File: src/rtl/fetch_unit_if.sv
// -----------------------------------------------------------------------------
// fetch_unit_if
//   Instruction-memory read channel between the fetch unit and program memory.
//
//   Handshake: the master raises imem_req together with a stable imem_addr and
//   holds both until it samples imem_ack=1 on a rising edge; imem_data is valid
//   on that same edge. imem_ack while imem_req is low carries no meaning and is
//   ignored by the master.
//
//   Signals:
//     imem_req   master -> slave  read request
//     imem_addr  master -> slave  read address (frozen while imem_req=1)
//     imem_ack   slave  -> master read data valid
//     imem_data  slave  -> master read data
// -----------------------------------------------------------------------------
interface fetch_unit_if #(
    parameter int PC_WIDTH    = 8,
    parameter int INSTR_WIDTH = 12
);
    logic                   imem_req;
    logic [PC_WIDTH-1:0]    imem_addr;
    logic                   imem_ack;
    logic [INSTR_WIDTH-1:0] imem_data;

    modport master (
        output imem_req,
        output imem_addr,
        input  imem_ack,
        input  imem_data
    );

    modport slave (
        input  imem_req,
        input  imem_addr,
        output imem_ack,
        output imem_data
    );
endinterface

File: src/rtl/fetch_unit.sv
// -----------------------------------------------------------------------------
// fetch_unit
//   Instruction-fetch stage. Owns the program counter and instruction register,
//   reads program memory through fetch_unit_if, applies the controller's
//   LoadIR / IncPC / SelPC / LoadPC strobes, detects HALT (opcode 4'hF) and
//   aborts fetches that see no ack within TIMEOUT cycles.
//
//   Ports:
//     clk, CLB          clock (rising edge), asynchronous active-low reset
//     LoadIR            launch a fetch from the current PC
//     IncPC, LoadPC     PC increment / load (LoadPC wins)
//     SelPC, reg_value  load source: 1 = reg_value, 0 = IR operand field
//     imem              memory read channel (master side)
//     Opcode, operand   IR fields
//     pc_out            current PC
//     ir_valid          IR holds a freshly fetched word
//     stall             fetch outstanding
//     halted            HALT latched (cleared only by reset)
//     fetch_err         sticky fetch-timeout flag
//     dbg_state         FSM state (0 = IDLE, 1 = REQ)
// -----------------------------------------------------------------------------
module fetch_unit #(
    parameter int          PC_WIDTH    = 8,
    parameter int          INSTR_WIDTH = 12,
    parameter int unsigned RESET_PC    = 0,
    parameter int          TIMEOUT     = 15
) (
    input  logic                clk,
    input  logic                CLB,
    input  logic                LoadIR,
    input  logic                IncPC,
    input  logic                SelPC,
    input  logic                LoadPC,
    input  logic [PC_WIDTH-1:0] reg_value,
    fetch_unit_if.master        imem,
    output logic [3:0]          Opcode,
    output logic [PC_WIDTH-1:0] operand,
    output logic [PC_WIDTH-1:0] pc_out,
    output logic                ir_valid,
    output logic                stall,
    output logic                halted,
    output logic                fetch_err,
    output logic                dbg_state
);

    localparam int                  CNT_W      = $clog2(TIMEOUT + 1);
    localparam logic [PC_WIDTH-1:0] RESET_PC_V = PC_WIDTH'(RESET_PC);
    localparam logic [CNT_W-1:0]    CNT_LAST   = CNT_W'(TIMEOUT - 1);
    localparam logic [3:0]          OP_HALT    = 4'hF;

    typedef enum logic {
        S_IDLE = 1'b0,
        S_REQ  = 1'b1
    } state_e;

    state_e                 state_q, state_d;
    logic [PC_WIDTH-1:0]    pc_q, pc_d;
    logic [INSTR_WIDTH-1:0] ir_q, ir_d;
    logic [PC_WIDTH-1:0]    addr_q, addr_d;
    logic                   ir_valid_q, ir_valid_d;
    logic                   halted_q, halted_d;
    logic                   fetch_err_q, fetch_err_d;
    logic [CNT_W-1:0]       cnt_q, cnt_d;

    // Request and stall are pure functions of the state, so an asynchronous
    // reset drops the request the moment CLB falls.
    assign imem.imem_req  = (state_q == S_REQ);
    assign imem.imem_addr = addr_q;
    assign stall          = (state_q == S_REQ);
    assign dbg_state      = state_q;

    assign Opcode    = ir_q[INSTR_WIDTH-1 -: 4];
    assign operand   = ir_q[PC_WIDTH-1:0];
    assign pc_out    = pc_q;
    assign ir_valid  = ir_valid_q;
    assign halted    = halted_q;
    assign fetch_err = fetch_err_q;

    // Fetch FSM: next state and registered fetch outputs.
    always_comb begin
        state_d     = state_q;
        addr_d      = addr_q;
        ir_d        = ir_q;
        ir_valid_d  = ir_valid_q;
        halted_d    = halted_q;
        fetch_err_d = fetch_err_q;
        cnt_d       = cnt_q;

        case (state_q)
            S_IDLE: begin
                if (LoadIR && !halted_q) begin
                    // Snapshot PC so later PC updates cannot disturb the fetch.
                    addr_d     = pc_q;
                    ir_valid_d = 1'b0;
                    cnt_d      = '0;
                    state_d    = S_REQ;
                end
            end
            S_REQ: begin
                if (imem.imem_ack) begin
                    ir_d       = imem.imem_data;
                    ir_valid_d = 1'b1;
                    state_d    = S_IDLE;
                    if (imem.imem_data[INSTR_WIDTH-1 -: 4] == OP_HALT) begin
                        halted_d = 1'b1;
                    end
                end else if (cnt_q == CNT_LAST) begin
                    // Abort: deliver a NOP so the controller keeps moving.
                    ir_d        = '0;
                    ir_valid_d  = 1'b1;
                    fetch_err_d = 1'b1;
                    state_d     = S_IDLE;
                end else begin
                    cnt_d = cnt_q + CNT_W'(1);
                end
            end
            default: state_d = S_IDLE;
        endcase
    end

    // PC update runs every edge regardless of fetch state; frozen once halted.
    always_comb begin
        pc_d = pc_q;
        if (!halted_q) begin
            if (LoadPC) begin
                pc_d = SelPC ? reg_value : ir_q[PC_WIDTH-1:0];
            end else if (IncPC) begin
                pc_d = pc_q + PC_WIDTH'(1);
            end
        end
    end

    always_ff @(posedge clk or negedge CLB) begin
        if (!CLB) begin
            state_q     <= S_IDLE;
            pc_q        <= RESET_PC_V;
            ir_q        <= '0;
            addr_q      <= '0;
            ir_valid_q  <= 1'b0;
            halted_q    <= 1'b0;
            fetch_err_q <= 1'b0;
            cnt_q       <= '0;
        end else begin
            state_q     <= state_d;
            pc_q        <= pc_d;
            ir_q        <= ir_d;
            addr_q      <= addr_d;
            ir_valid_q  <= ir_valid_d;
            halted_q    <= halted_d;
            fetch_err_q <= fetch_err_d;
            cnt_q       <= cnt_d;
        end
    end

endmodule

File: src/flat_wrapper.sv
// flat-port wrapper written by rule: the top's interface ports become plain ports
module fetch_unit_flat 
#(
    parameter int          PC_WIDTH    = 8,
    parameter int          INSTR_WIDTH = 12,
    parameter int unsigned RESET_PC    = 0,
    parameter int          TIMEOUT     = 15
)
  (clk, CLB, LoadIR, IncPC, SelPC, LoadPC, reg_value, Opcode, operand, pc_out, ir_valid, stall, halted, fetch_err, dbg_state, imem_imem_req, imem_imem_addr, imem_imem_ack, imem_imem_data);
  fetch_unit_if #(.PC_WIDTH(PC_WIDTH), .INSTR_WIDTH(INSTR_WIDTH)) imem_i ();
  input  logic clk;
  input  logic CLB;
  input  logic LoadIR;
  input  logic IncPC;
  input  logic SelPC;
  input  logic LoadPC;
  input  logic [PC_WIDTH-1:0] reg_value;
  output logic [3:0] Opcode;
  output logic [PC_WIDTH-1:0] operand;
  output logic [PC_WIDTH-1:0] pc_out;
  output logic ir_valid;
  output logic stall;
  output logic halted;
  output logic fetch_err;
  output logic dbg_state;
  output wire logic [$bits(imem_i.imem_req)-1:0] imem_imem_req;
  output wire logic [$bits(imem_i.imem_addr)-1:0] imem_imem_addr;
  input wire logic [$bits(imem_i.imem_ack)-1:0] imem_imem_ack;
  input wire logic [$bits(imem_i.imem_data)-1:0] imem_imem_data;
  assign imem_imem_req = imem_i.imem_req;
  assign imem_imem_addr = imem_i.imem_addr;
  assign imem_i.imem_ack = imem_imem_ack;
  assign imem_i.imem_data = imem_imem_data;
  fetch_unit #(.PC_WIDTH(PC_WIDTH), .INSTR_WIDTH(INSTR_WIDTH), .RESET_PC(RESET_PC), .TIMEOUT(TIMEOUT)) u_core (.clk(clk), .CLB(CLB), .LoadIR(LoadIR), .IncPC(IncPC), .SelPC(SelPC), .LoadPC(LoadPC), .reg_value(reg_value), .imem(imem_i), .Opcode(Opcode), .operand(operand), .pc_out(pc_out), .ir_valid(ir_valid), .stall(stall), .halted(halted), .fetch_err(fetch_err), .dbg_state(dbg_state));
endmodule
File: config.mk
export PLATFORM = sky130hd
export DESIGN_NAME = fetch_unit_flat
export DESIGN_NICKNAME = d
export VERILOG_FILES = /design/src/rtl/fetch_unit_if.sv /design/src/rtl/fetch_unit.sv /design/src/flat_wrapper.sv
export SDC_FILE = /design/constraint.sdc
export NUM_CORES = 1
export LEC_CHECK = 0
export ABC_AREA = 1
export ABC_CLOCK_PERIOD_IN_PS = 1650
export BUFFER_PORTS_ARGS = -buffer_cell sky130_fd_sc_hd__buf_2
export CAP_MARGIN = 5
export CORE_MARGIN = 1.5
export CORE_UTILIZATION = 41
export DETAILED_ROUTE_END_ITERATION = 10
export HOLD_SLACK_MARGIN = 0.1
export PLACE_DENSITY = 0.67
export SLEW_MARGIN = 20
export SYNTH_ARGS = -nofsm -noshare
export SYNTH_HDL_FRONTEND = slang
export SYNTH_SLANG_ARGS = --single-unit
File: constraint.sdc
create_clock -name clk -period 1.65 [get_ports clk]
set_clock_uncertainty 0.2 [all_clocks]
set_input_delay 0.495 -clock clk [delete_from_list [all_inputs] [get_ports clk]]
set_output_delay 0.495 -clock clk [all_outputs]
set_load 0.005 [all_outputs]
======== Yosys cells after proc, flatten, opt, wreduce, memory -nomap -nowiden ========
Cells that the tools add are included.
word-level totals
  word-level logic and storage cells ...... 47
  register bits ........................... 36
  bits of input ports ..................... 27
cells by class
  multiplexer cells ....................... 17
  reduce and logical (&&, ||, !) cells .... 11
  equality and inequality tests ........... 6
  bitwise operators ....................... 3
  add/subtract/negate cells ............... 2
operators with widths
  operator                                               count
  2-to-1 mux 12 bit                                      2
  2-to-1 mux 8 bit                                       3
  2-to-1 mux 4 bit                                       3
  AND reduction 3 bit                                    3
  adder 8 x 1 -> 8 bit, second input constant            1
  equality test 4 bit, second input constant             2
  case mux 4 bit (2 select lines)                        1
  AND reduction 2 bit                                    4
  2-to-1 mux 1 bit                                       6
  adder 4 x 1 -> 4 bit, second input constant            1
  inequality test 2 bit, second input constant           2
  case mux 1 bit (2 select lines)                        2
  nonzero test 2 bit                                     2
  inequality test 3 bit, second input constant           1
  NOT 1 bit                                              3
  inequality test 2 x 1 -> 1 bit, second input constant  1
  logical AND 1 bit                                      1
  logical NOT 1 bit                                      1

======== Longest topological paths before layout ========
Gate-level depths: netlist of run 1.
  depth after elaboration ................. 4
  mapped depth ............................ 8

======== Worst setup path after synthesis of run 1 ========
Ideal clock, no wire load.
  kind .................................... register -> register
  start point ............................. reg u_core.cnt_q[0]
  end point ............................... reg u_core.ir_q[0]
  arrival time ............................ 1.074 ns
  data required time ...................... 1.333 ns
  cell stages (with the launch flop) ...... 9
  path slack .............................. 0.259 ns
  clock period less this slack ............ 1.391 ns
  path buffers ............................ 1
  library setup time ...................... 0.117 ns
  path through ............................ dfrtp_1 > inv_1 > ha_1 > nand3_2 > nand2_1 > nand2_2 > buf_6 > nand2_1 > nand2_1
on the way
  cells in the longest elaborated chain, start to end .. 3
ends and longest elaborated chain
  what                           RTL line           text
  start: declaration             fetch_unit.sv:63   logic [CNT_W-1:0] cnt_q, cnt_d;
  start signal: assignment       fetch_unit.sv:151  cnt_q <= cnt_d;
  equality test 4 bit            fetch_unit.sv:107  end else if (cnt_q == CNT_LAST) begin
  nonzero test 2 bit (no line)   --
  AND reduction 2 bit (no line)  --
  end signal: assignment         fetch_unit.sv:146  ir_q <= ir_d;
  end: declaration               fetch_unit.sv:58   logic [INSTR_WIDTH-1:0] ir_q, ir_d;
Every way passes these cells.
A chain may end at the register's enable or synchronous reset.

======== Worst setup path in the final report of run 1 ========
  start point ............................. reg u_core.pc_q[3], in the netlist u_core.pc_out[3]
  end point ............................... out pc_out[3]
RTL lines
  what                      RTL line            text
  start: declaration        fetch_unit.sv:57    logic [PC_WIDTH-1:0] pc_q, pc_d;
  start signal: assignment  fetch_unit.sv:145   pc_q <= pc_d;
  end: declaration          flat_wrapper.sv:20  output logic [PC_WIDTH-1:0] pc_out;
No word-level cell between the ends.

==> results.ini, run 1 <==
[sta]
fin_crit_sh_pct=95.1
hold_viol_final=0
whs_ns=0.238
final.setup.tns_ns=0
setup_viol=0
timing.fmax_mhz=637
finalWorstPathRequiredPeriod_ns=1.57
grt_setup_unrepaired=no
maxSlewViolCount=0
tightest_slew_ns=0.365
relSlewSlack_pct=75.7

[logic_synthesis]
synthXorXnorAreaFrac_pct=0
synth_ff_type=dfrtp_1
synthesis.area_sq_um=1850
ys_seq_elements=36
ys_async_sr_fraction_pct=100
synth_compound_gate_area_share_pct=12.3
synth-edff-count=0
yosys.area_share.simple_pct=26.1
synth_top_family_by_area=simple AND/OR/NAND/NOR gates
avgSynthCellArea_sq_um=8.50
synthDistinctLibCells=33
yosys.area_share.adder_pct=2.03
syn_inst=218
muxShareOfSynthArea_pct=1.62
yosys_warnings=0
seq_area_frac_synth_pct=48.6
synth_nets=248

[setup_path]
critPathLaunchType=flop
cp_top_family=flip-flops
rr_worst_depth=7
crit_type=reg2out
critPathLaunch=u_core.pc_out[3]$_DFFE_PN0P_
crit_cells=1
path_buf_inv=1
worst-path-max-fanout=7
slowest_delay_ns=0.45
cp.required_ns=0.95
r2r_slack_ns=0.13
cp_cell_sequence=buf_2
end_kind=output pin
crit_arrival_ns=0.87
r2r_start=u_core.cnt_q[0]$_DFFE_PN0P_
worst_path_max_delay_cell=dfrtp_2
r2r_end=u_core.ir_q[1]$_DFFE_PN0P_
critPathCapture=pc_out[3]

[pwr]
powerDensity_nw_per_um2=749
peakVddDrop_mv=0.340
power_leakage_nw=1.26

[floorplan]
ios=61
fp-row-count=24
die_y_microns=70.2
die_w_microns=70.2
core_area_sq_um=4350
die_area_sq_um=4930
start_util_pct=42.6

[clock_tree]
cts_tree=yes
clock_path_buffers=2
post_cts_buffers=0
clkTransAtPathRegs_ns=0.07
cts_made_buffers=5
cts-root-buf=clkbuf_8
htree_num_levels=2
cts_num_sinks=36
clkLatencyLatePin_ns=0.28

[cells_and_area]
multi_input_area_sq_um=782
areaGrowthSynthToFinish_pct=23.4
fillerInstances=436
finalInstanceArea_sq_um=2290
drive_above_1_share_pct=33.3
final-seq-area_sq_um=905
utilization_pct=52.5
num_antenna_cells=0
finalNetCount=311

[route]
vias=1596
viasPerCell=4.78
drc=0
wl_per_cell_microns=11.8
drtIter0Drc=71
routed_wl_microns=3950
ant_nets=0
firstDrtPassIters=5

[global_routing]
grt_pass1_wl_microns=6780
grt_pass1_vias=1491
grt-ovfl-total=0
grt_start_max_net_pins=23
antenna_found_initial=0
gr-usage-all-layers_pct=17.3

[hold_path]
hold_path_class=in2reg

[outcome]
status=finished, final reports clean

[flow_run]
max-cap-violations=0

[place]
dp.final_hpwl_microns=3110
gp_congestion=0.819
port_buffers=60
dpl_cell_area_sq_um=2180

layout make-up:
cell class	instances	share of cell area (%)
Timing Repair Buffer	66	15.8
Inverter	22	3.67
Clock buffer	8	3.94
Multi-Input combinational cell	150	34.2
Tap cell	52	2.85
Sequential cell	36	39.6
metal layers:
metal / track usage [%] / share of wire [%]
met1: 24.6 / 49
met2: 25.6 / 43
met3: 4.91 / 6.9
met4: 5.34 / 0.58
met5: 0 / 0
worst min path at each step:
stage,from,end,slack (ns),depth (start not counted)
global placement,CLB,u_core.cnt_q[2]$_DFFE_PN0P_,0.23,1
floorplan,CLB,u_core.cnt_q[0]$_DFFE_PN0P_,-0.0006,0
CTS,imem_imem_data[3],u_core.ir_q[3]$_DFFE_PN0P_,0.23,3
finish,imem_imem_data[0],u_core.ir_q[0]$_DFFE_PN0P_,0.24,3
detailed placement,CLB,u_core.cnt_q[2]$_DFFE_PN0P_,0.23,1
global route,imem_imem_data[3],u_core.ir_q[3]$_DFFE_PN0P_,0.24,3
report_power, final:
part | switching, mW | internal (mW)
sequential | 0.0178 | 0.896
clock | 0.293 | 0.340
combinational | 0.0953 | 0.0701
synth_stat cells (2+ instances only):
cell	n	area [sq um]
nand3_1	23	115
a21oi_1	7	35.0
o211ai_1	3	22.5
inv_1	17	63.8
mux2_4	2	30.0
nor2_1	6	22.5
buf_2	2	10.0
buf_4	2	15.0
o31ai_1	2	15.0
buf_6	4	45.0
o21ai_1	12	60.1
nand3_2	2	20.0
nand2_1	68	255
ha_1	3	37.5
dfrtp_1	36	901
nor2_2	2	12.5
o21ai_0	7	35.0
inv_2	4	15.0
o21bai_1	2	15.0
cells in the final DEF (no fill, tap or decap), types with 3 or more instances in the layout:
cell type,Yosys,layout
nor2_1,6,5
inv_1,17,17
clkbuf_8,0,6
nand2_1,68,68
o211ai_1,3,3
dfrtp_1,36,33
nor2_2,2,3
a21oi_1,7,7
buf_4,2,4
dfrtp_2,0,3
nand3_1,23,23
o21ai_1,12,12
inv_2,4,4
buf_2,2,60
o21ai_0,7,7
ha_1,3,3
state kept, by name (all words and copies together), names as in the netlist:
name	count
u_core.cnt_q	4
u_core.imem.imem_addr	8
u_core.halted	1
u_core.dbg_state	1
u_core.pc_out	8
u_core.ir_q	12
u_core.ir_valid	1
u_core.fetch_err	1
per-stage QoR:
step	worst slack [ns]	total power [mW]	cells
2_1_floorplan	0.259	1.00	218
3_3_place_gp	0.0752	1.09	325
3_5_place_dp	0.0512	1.09	325
4_1_cts	0.0383	1.73	334
5_1_grt	0.00608	1.80	334
6_report	0.0809	1.71	334
what timing repair did:
item                                   4_1_cts  5_1_grt
resized for setup                            0        4
hold buffers                                 1        0
endpoints found under the hold margin       14        0
setup endpoints to repair                    0        3
kinds of logic (layout without fill, tap and decap cells):
group                      Yosys count  in the layout
AOI/OAI and AO/OA                   38             38
muxes                                2              2
and+or+nand+nor                    107            107
adders and majority gates            3              3
buffers and inverters               32             96
DFF                                 36             36
tightest hold or removal path, delay by kind of cell:
| kind | cells | cell delay (ns) |
|---|---|---|
| buf+inv | 1 | 0.08 |
| simple gates | 2 | 0.12 |
Note: power is estimated with default switching activity, not from simulation.
==> inputs of run 2 (changes only) <==
--- a/config.mk
+++ b/config.mk
@@ -10,10 +10,9 @@
 export BUFFER_PORTS_ARGS = -buffer_cell sky130_fd_sc_hd__buf_2
 export CAP_MARGIN = 5
 export CORE_MARGIN = 1.5
-export CORE_UTILIZATION = 41
+export CORE_UTILIZATION = 38
 export DETAILED_ROUTE_END_ITERATION = 10
 export HOLD_SLACK_MARGIN = 0.1
-export PLACE_DENSITY = 0.67
 export SLEW_MARGIN = 20
 export SYNTH_ARGS = -nofsm -noshare
 export SYNTH_HDL_FRONTEND = slang
==> run 2 against run 1 <==
Compared with the run above: sequential power about the same; critical path depth is the same; sequential share of layout area fell by 0.40 points; power rose by 0.50%; via count rose by 2.0%; first-iteration DRC count grew 38%; critical path type unchanged; critical endpoint is now pc_out[2].
==> results.ini, run 2 (synthesis gave the netlist of run 1 again) <==
[floorplan]
core_area_sq_um=4720
ios=61
die_y_microns=72.8
fp-row-count=25
start_util_pct=39.2
die_w_microns=72.8
die_area_sq_um=5300

[clock_tree]
clkLatencyLatePin_ns=0.28
cts_num_sinks=36
clock_path_buffers=2
cts_tree=yes
clkTransAtPathRegs_ns=0.07
cts_made_buffers=5
htree_num_levels=2
cts-root-buf=clkbuf_8

[route]
wl_met3_microns=234
met2_length_microns=1850
vias=1628
drt-met1-wl_microns=1990
drtIter0Drc=98
routed_wl_microns=4090
dr.max_layer_used=met4
viasPerCell=4.66
wl_per_cell_microns=11.7
firstDrtPassIters=4
ant_nets=0
drc=0

[cells_and_area]
drive_above_1_share_pct=32.6
top_register=u_core.ir_q
largest_reg_flops=12
fin_cells=349
finalNetCount=311
mostFrequentLayoutCell=nand2_1
areaGrowthSynthToFinish_pct=24.4
num_antenna_cells=0
layout_common_cells=nand2_1 (68), buf_2 (60), dfrtp_1 (34)

[setup_path]
path_buf_inv=1
cp.required_ns=0.95
slowest_delay_ns=0.44
worst-path-max-fanout=7
cp_cell_sequence=buf_2
critPathLaunchType=flop
crit_arrival_ns=0.88
end_kind=output pin
cp_top_family=flip-flops
worst_path_max_delay_cell=dfrtp_1
crit_type=reg2out

[hold_path]
hold_path_class=in2reg

[sta]
tightest_slew_ns=0.323
timing.fmax_mhz=633
finalWorstPathRequiredPeriod_ns=1.58
maxSlewViolCount=0
fin_crit_sh_pct=95.8
hold_viol_final=0
relSlewSlack_pct=78.3
setup_viol=0
grt_setup_unrepaired=no
final.setup.tns_ns=0

[place]
dp.final_hpwl_microns=3120
placed_cells=340
gp_congestion=0.761
port_buffers=60

[pwr]
powerDensity_nw_per_um2=747
peakVddDrop_mv=0.393
power_leakage_nw=1.27

[global_routing]
grt_pass1_vias=1503
grt_start_max_net_pins=37
grt-ovfl-total=0
gr-usage-all-layers_pct=16.8
antenna_found_initial=0
grt_pass1_wl_microns=6900

[outcome]
status=finished, final reports clean

[flow_run]
max-cap-violations=0

==> run 2: cell types whose count changed in the layout (fill, tap and decap cells not counted) <==
cell	change
dfrtp_1	+1
nor2_2	-1
nand2_4	+1
dfrtp_2	-1
nor2_1	+1
nand2_2	-1
==> run 2: cell type report <==
cell class	instances	area, sq um
flip-flops and latches	36	903
repair buffers	66	360
multi-input cells	150	785
clock buffers	8	90.1
inverters	22	83.8
fillers	501	2420
well taps	67	83.8
==> run 2: path summary, 6_finish.rpt <==
path | startpoint | endpoint | slack, ns | cells after the start
min reg2reg | u_core.fetch_err$_DFFE_PN0P_ | u_core.fetch_err$_DFFE_PN0P_ | 0.27 | 2
min in group asynchronous | CLB | u_core.ir_q[10]$_DFFE_PN0P_ | 0.49 | 3
max reg2reg | u_core.cnt_q[0]$_DFFE_PN0P_ | u_core.ir_q[2]$_DFFE_PN0P_ | 0.16 | 7
min | imem_imem_data[0] | u_core.ir_q[0]$_DFFE_PN0P_ | 0.24 | 3
max in group asynchronous | CLB | u_core.pc_out[3]$_DFFE_PN0P_ | 0.55 | 3
max | u_core.pc_out[2]$_DFFE_PN0P_ | pc_out[2] | 0.07 | 1
==> run 2: stage by stage <==
stage	utilization, %	worst slack, ns	power [mW]	hold slack [ns]	instance area, sq um
floorplan	-	0.259	1.00	-0.000591	1850
global placement	46.5	0.0529	1.09	0.258	2200
detailed placement	46.5	0.0266	1.10	0.261	2200
CTS	48.7	0.0355	1.74	0.232	2300
global route	48.8	0.0222	1.80	0.261	2310
finish	48.8	0.0701	1.72	0.239	2310
==> run 2: layer usage <==
metal / vias up / track usage, %
li1: 834 / -
met1: 747 / 22.9
met2: 45 / 26.1
met3: 2 / 4.83
met4: 0 / 5.24
met5: - / 0
==> run 2: where the power goes <==
group | switching (mW) | leakage, nW | internal [mW]
Sequential | 0.0179 | 0.455 | 0.895
Combinational | 0.0958 | 0.771 | 0.0702
Clock | 0.302 | 0.0455 | 0.341
==> run 2: worst min-delay path, cell delays in order <==
cell,delay [ns]
buf_2,0.07
nand3_1,0.06
nand2_1,0.06
==> run 2: repair_timing <==
| item | in CTS | in global routing |
|---|---|---|
| resized for setup | 0 | 3 |
| hold buffers | 1 | 0 |
| setup endpoints to repair | 0 | 5 |
| hold endpoints to repair | 36 | 0 |
| setup buffers | 0 | 0 |
==> inputs of run 3 (changes only) <==
--- a/config.mk
+++ b/config.mk
@@ -13,6 +13,7 @@
 export CORE_UTILIZATION = 38
 export DETAILED_ROUTE_END_ITERATION = 10
 export HOLD_SLACK_MARGIN = 0.1
+export REMOVE_ABC_BUFFERS = 1
 export SLEW_MARGIN = 20
 export SYNTH_ARGS = -nofsm -noshare
 export SYNTH_HDL_FRONTEND = slang
==> run 3 against run 2 <==
Compared with the run above: non-clock buffer count grew 4; highest routed layer unchanged; utilization increased by 1.1 points; worst setup slack worse by 0.048 ns.
==> results.ini, run 3 (synthesis gave the netlist of run 1 again) <==
[sta]
final.setup.tns_ns=0
hold_viol_final=0
maxSlewViolCount=0
timing.fmax_mhz=614
tightest_slew_ns=0.373
relSlewSlack_pct=75.1
setup_viol=0
fin_crit_sh_pct=98.7
finalWorstPathRequiredPeriod_ns=1.63

[floorplan]
die_w_microns=72.8
core_area_sq_um=4720
die_y_microns=72.8
ios=61
start_util_pct=39.2
die_area_sq_um=5300
fp-row-count=25

[setup_path]
critPathLaunchType=flop
cp.required_ns=0.95
worst-path-max-fanout=4
crit_type=reg2out
end_kind=output pin
crit_arrival_ns=0.93

[place]
gp_congestion=0.814
dp.final_hpwl_microns=3290
port_buffers=60
placed_cells=344

[cells_and_area]
top_register=u_core.ir_q
final-seq-area_sq_um=902
fin_cells=353
num_antenna_cells=0
finalNetCount=315
drive_above_1_share_pct=33.9
fillerInstances=493
largest_reg_flops=12
areaGrowthSynthToFinish_pct=27.3
utilization_pct=50.0
multi_input_area_sq_um=785
mostFrequentLayoutCell=nand2_1
layout_common_cells=nand2_1 (68), buf_2 (60), dfrtp_1 (35)

[route]
drtIter0Drc=91
vias=1665
drc=0
firstDrtPassIters=4
ant_nets=0
viasPerCell=4.72
wl_per_cell_microns=12.3
routed_wl_microns=4330

[clock_tree]
cts_num_sinks=36
htree_num_levels=2
cts-root-buf=clkbuf_8
cts_tree=yes
clkTransAtPathRegs_ns=0.08
cts_made_buffers=5
clkLatencyLatePin_ns=0.30
clock_path_buffers=2

[pwr]
power_leakage_nw=1.30
peakVddDrop_mv=0.322
powerDensity_nw_per_um2=789

[global_routing]
grt-ovfl-total=0
gr-usage-all-layers_pct=18.0
grt_pass1_wl_microns=7090
antenna_found_initial=0
grt_pass1_vias=1575
grt_start_max_net_pins=23

[hold_path]
hold_path_class=in2reg

[flow_run]
max-cap-violations=0

[outcome]
status=finished, final reports clean

[run 3: critical path, cell delays in order, from the launching register on]
cell and delay, ns:
dfrtp_1 0.40, buf_6 0.13, buf_2 0.11
[run 3: what timing repair did]
action	4_1_cts	5_1_grt
cloned	0	0
hold endpoints to repair	14	0
setup buffers	0	1
hold buffers	1	0
pin swaps	0	0
setup endpoints to repair	1	4
gates resized for setup	0	4
[run 3: layer usage]
layer / up-vias / routed length, microns / track usage (%)
met5: - / 0 / 0
met4: 0 / 65 / 8.81
met3: 7 / 247 / 4.42
met2: 50 / 2110 / 30.2
met1: 764 / 1900 / 21.6
li1: 844 / - / -
[run 3: power breakdown]
part           internal [mW]  leakage (nW)  switching, mW  total (mW)
clock                  0.447        0.0541          0.338       0.785
sequential             0.895         0.455         0.0167       0.911
combinational         0.0700         0.792         0.0966       0.167
total                   1.41          1.30          0.451        1.86
[run 3: final timing paths]
path / cells after the start / to / startpoint / slack [ns]
min reg2reg: 2 / u_core.fetch_err$_DFFE_PN0P_ / u_core.fetch_err$_DFFE_PN0P_ / 0.27
min: 3 / u_core.ir_q[6]$_DFFE_PN0P_ / imem_imem_data[6] / 0.22
max: 2 / pc_out[1] / u_core.pc_out[1]$_DFFE_PN0P_ / 0.02
max in group asynchronous: 3 / u_core.imem.imem_addr[1]$_DFFE_PN0P_ / CLB / 0.37
min in group asynchronous: 2 / u_core.pc_out[7]$_DFFE_PN0P_ / CLB / 0.44
max reg2reg: 8 / u_core.pc_out[6]$_DFFE_PN0P_ / u_core.pc_out[1]$_DFFE_PN0P_ / 0.11
[run 3: area by class of cell]
class	count	share of cell area [%]
flip-flops and latches	36	38.2
multi-input cells	150	33.2
repair buffers	70	16.7
inverters	22	3.55
well taps	67	3.55
clock buffers	5	2.92
clock inverters	3	1.80
[run 3: stage by stage]
stage	worst slack [ns]	total power, mW	hold slack (ns)	cell area, sq um
final	0.0216	1.86	0.221	2360
after global routing	-0.00871	1.93	0.234	2360
after CTS	0.0105	1.88	0.217	2340
after detailed placement	0.0815	1.09	0.234	2230
after global placement	0.114	1.09	0.234	2230
after floorplan	-0.0217	0.993	-0.000591	1760
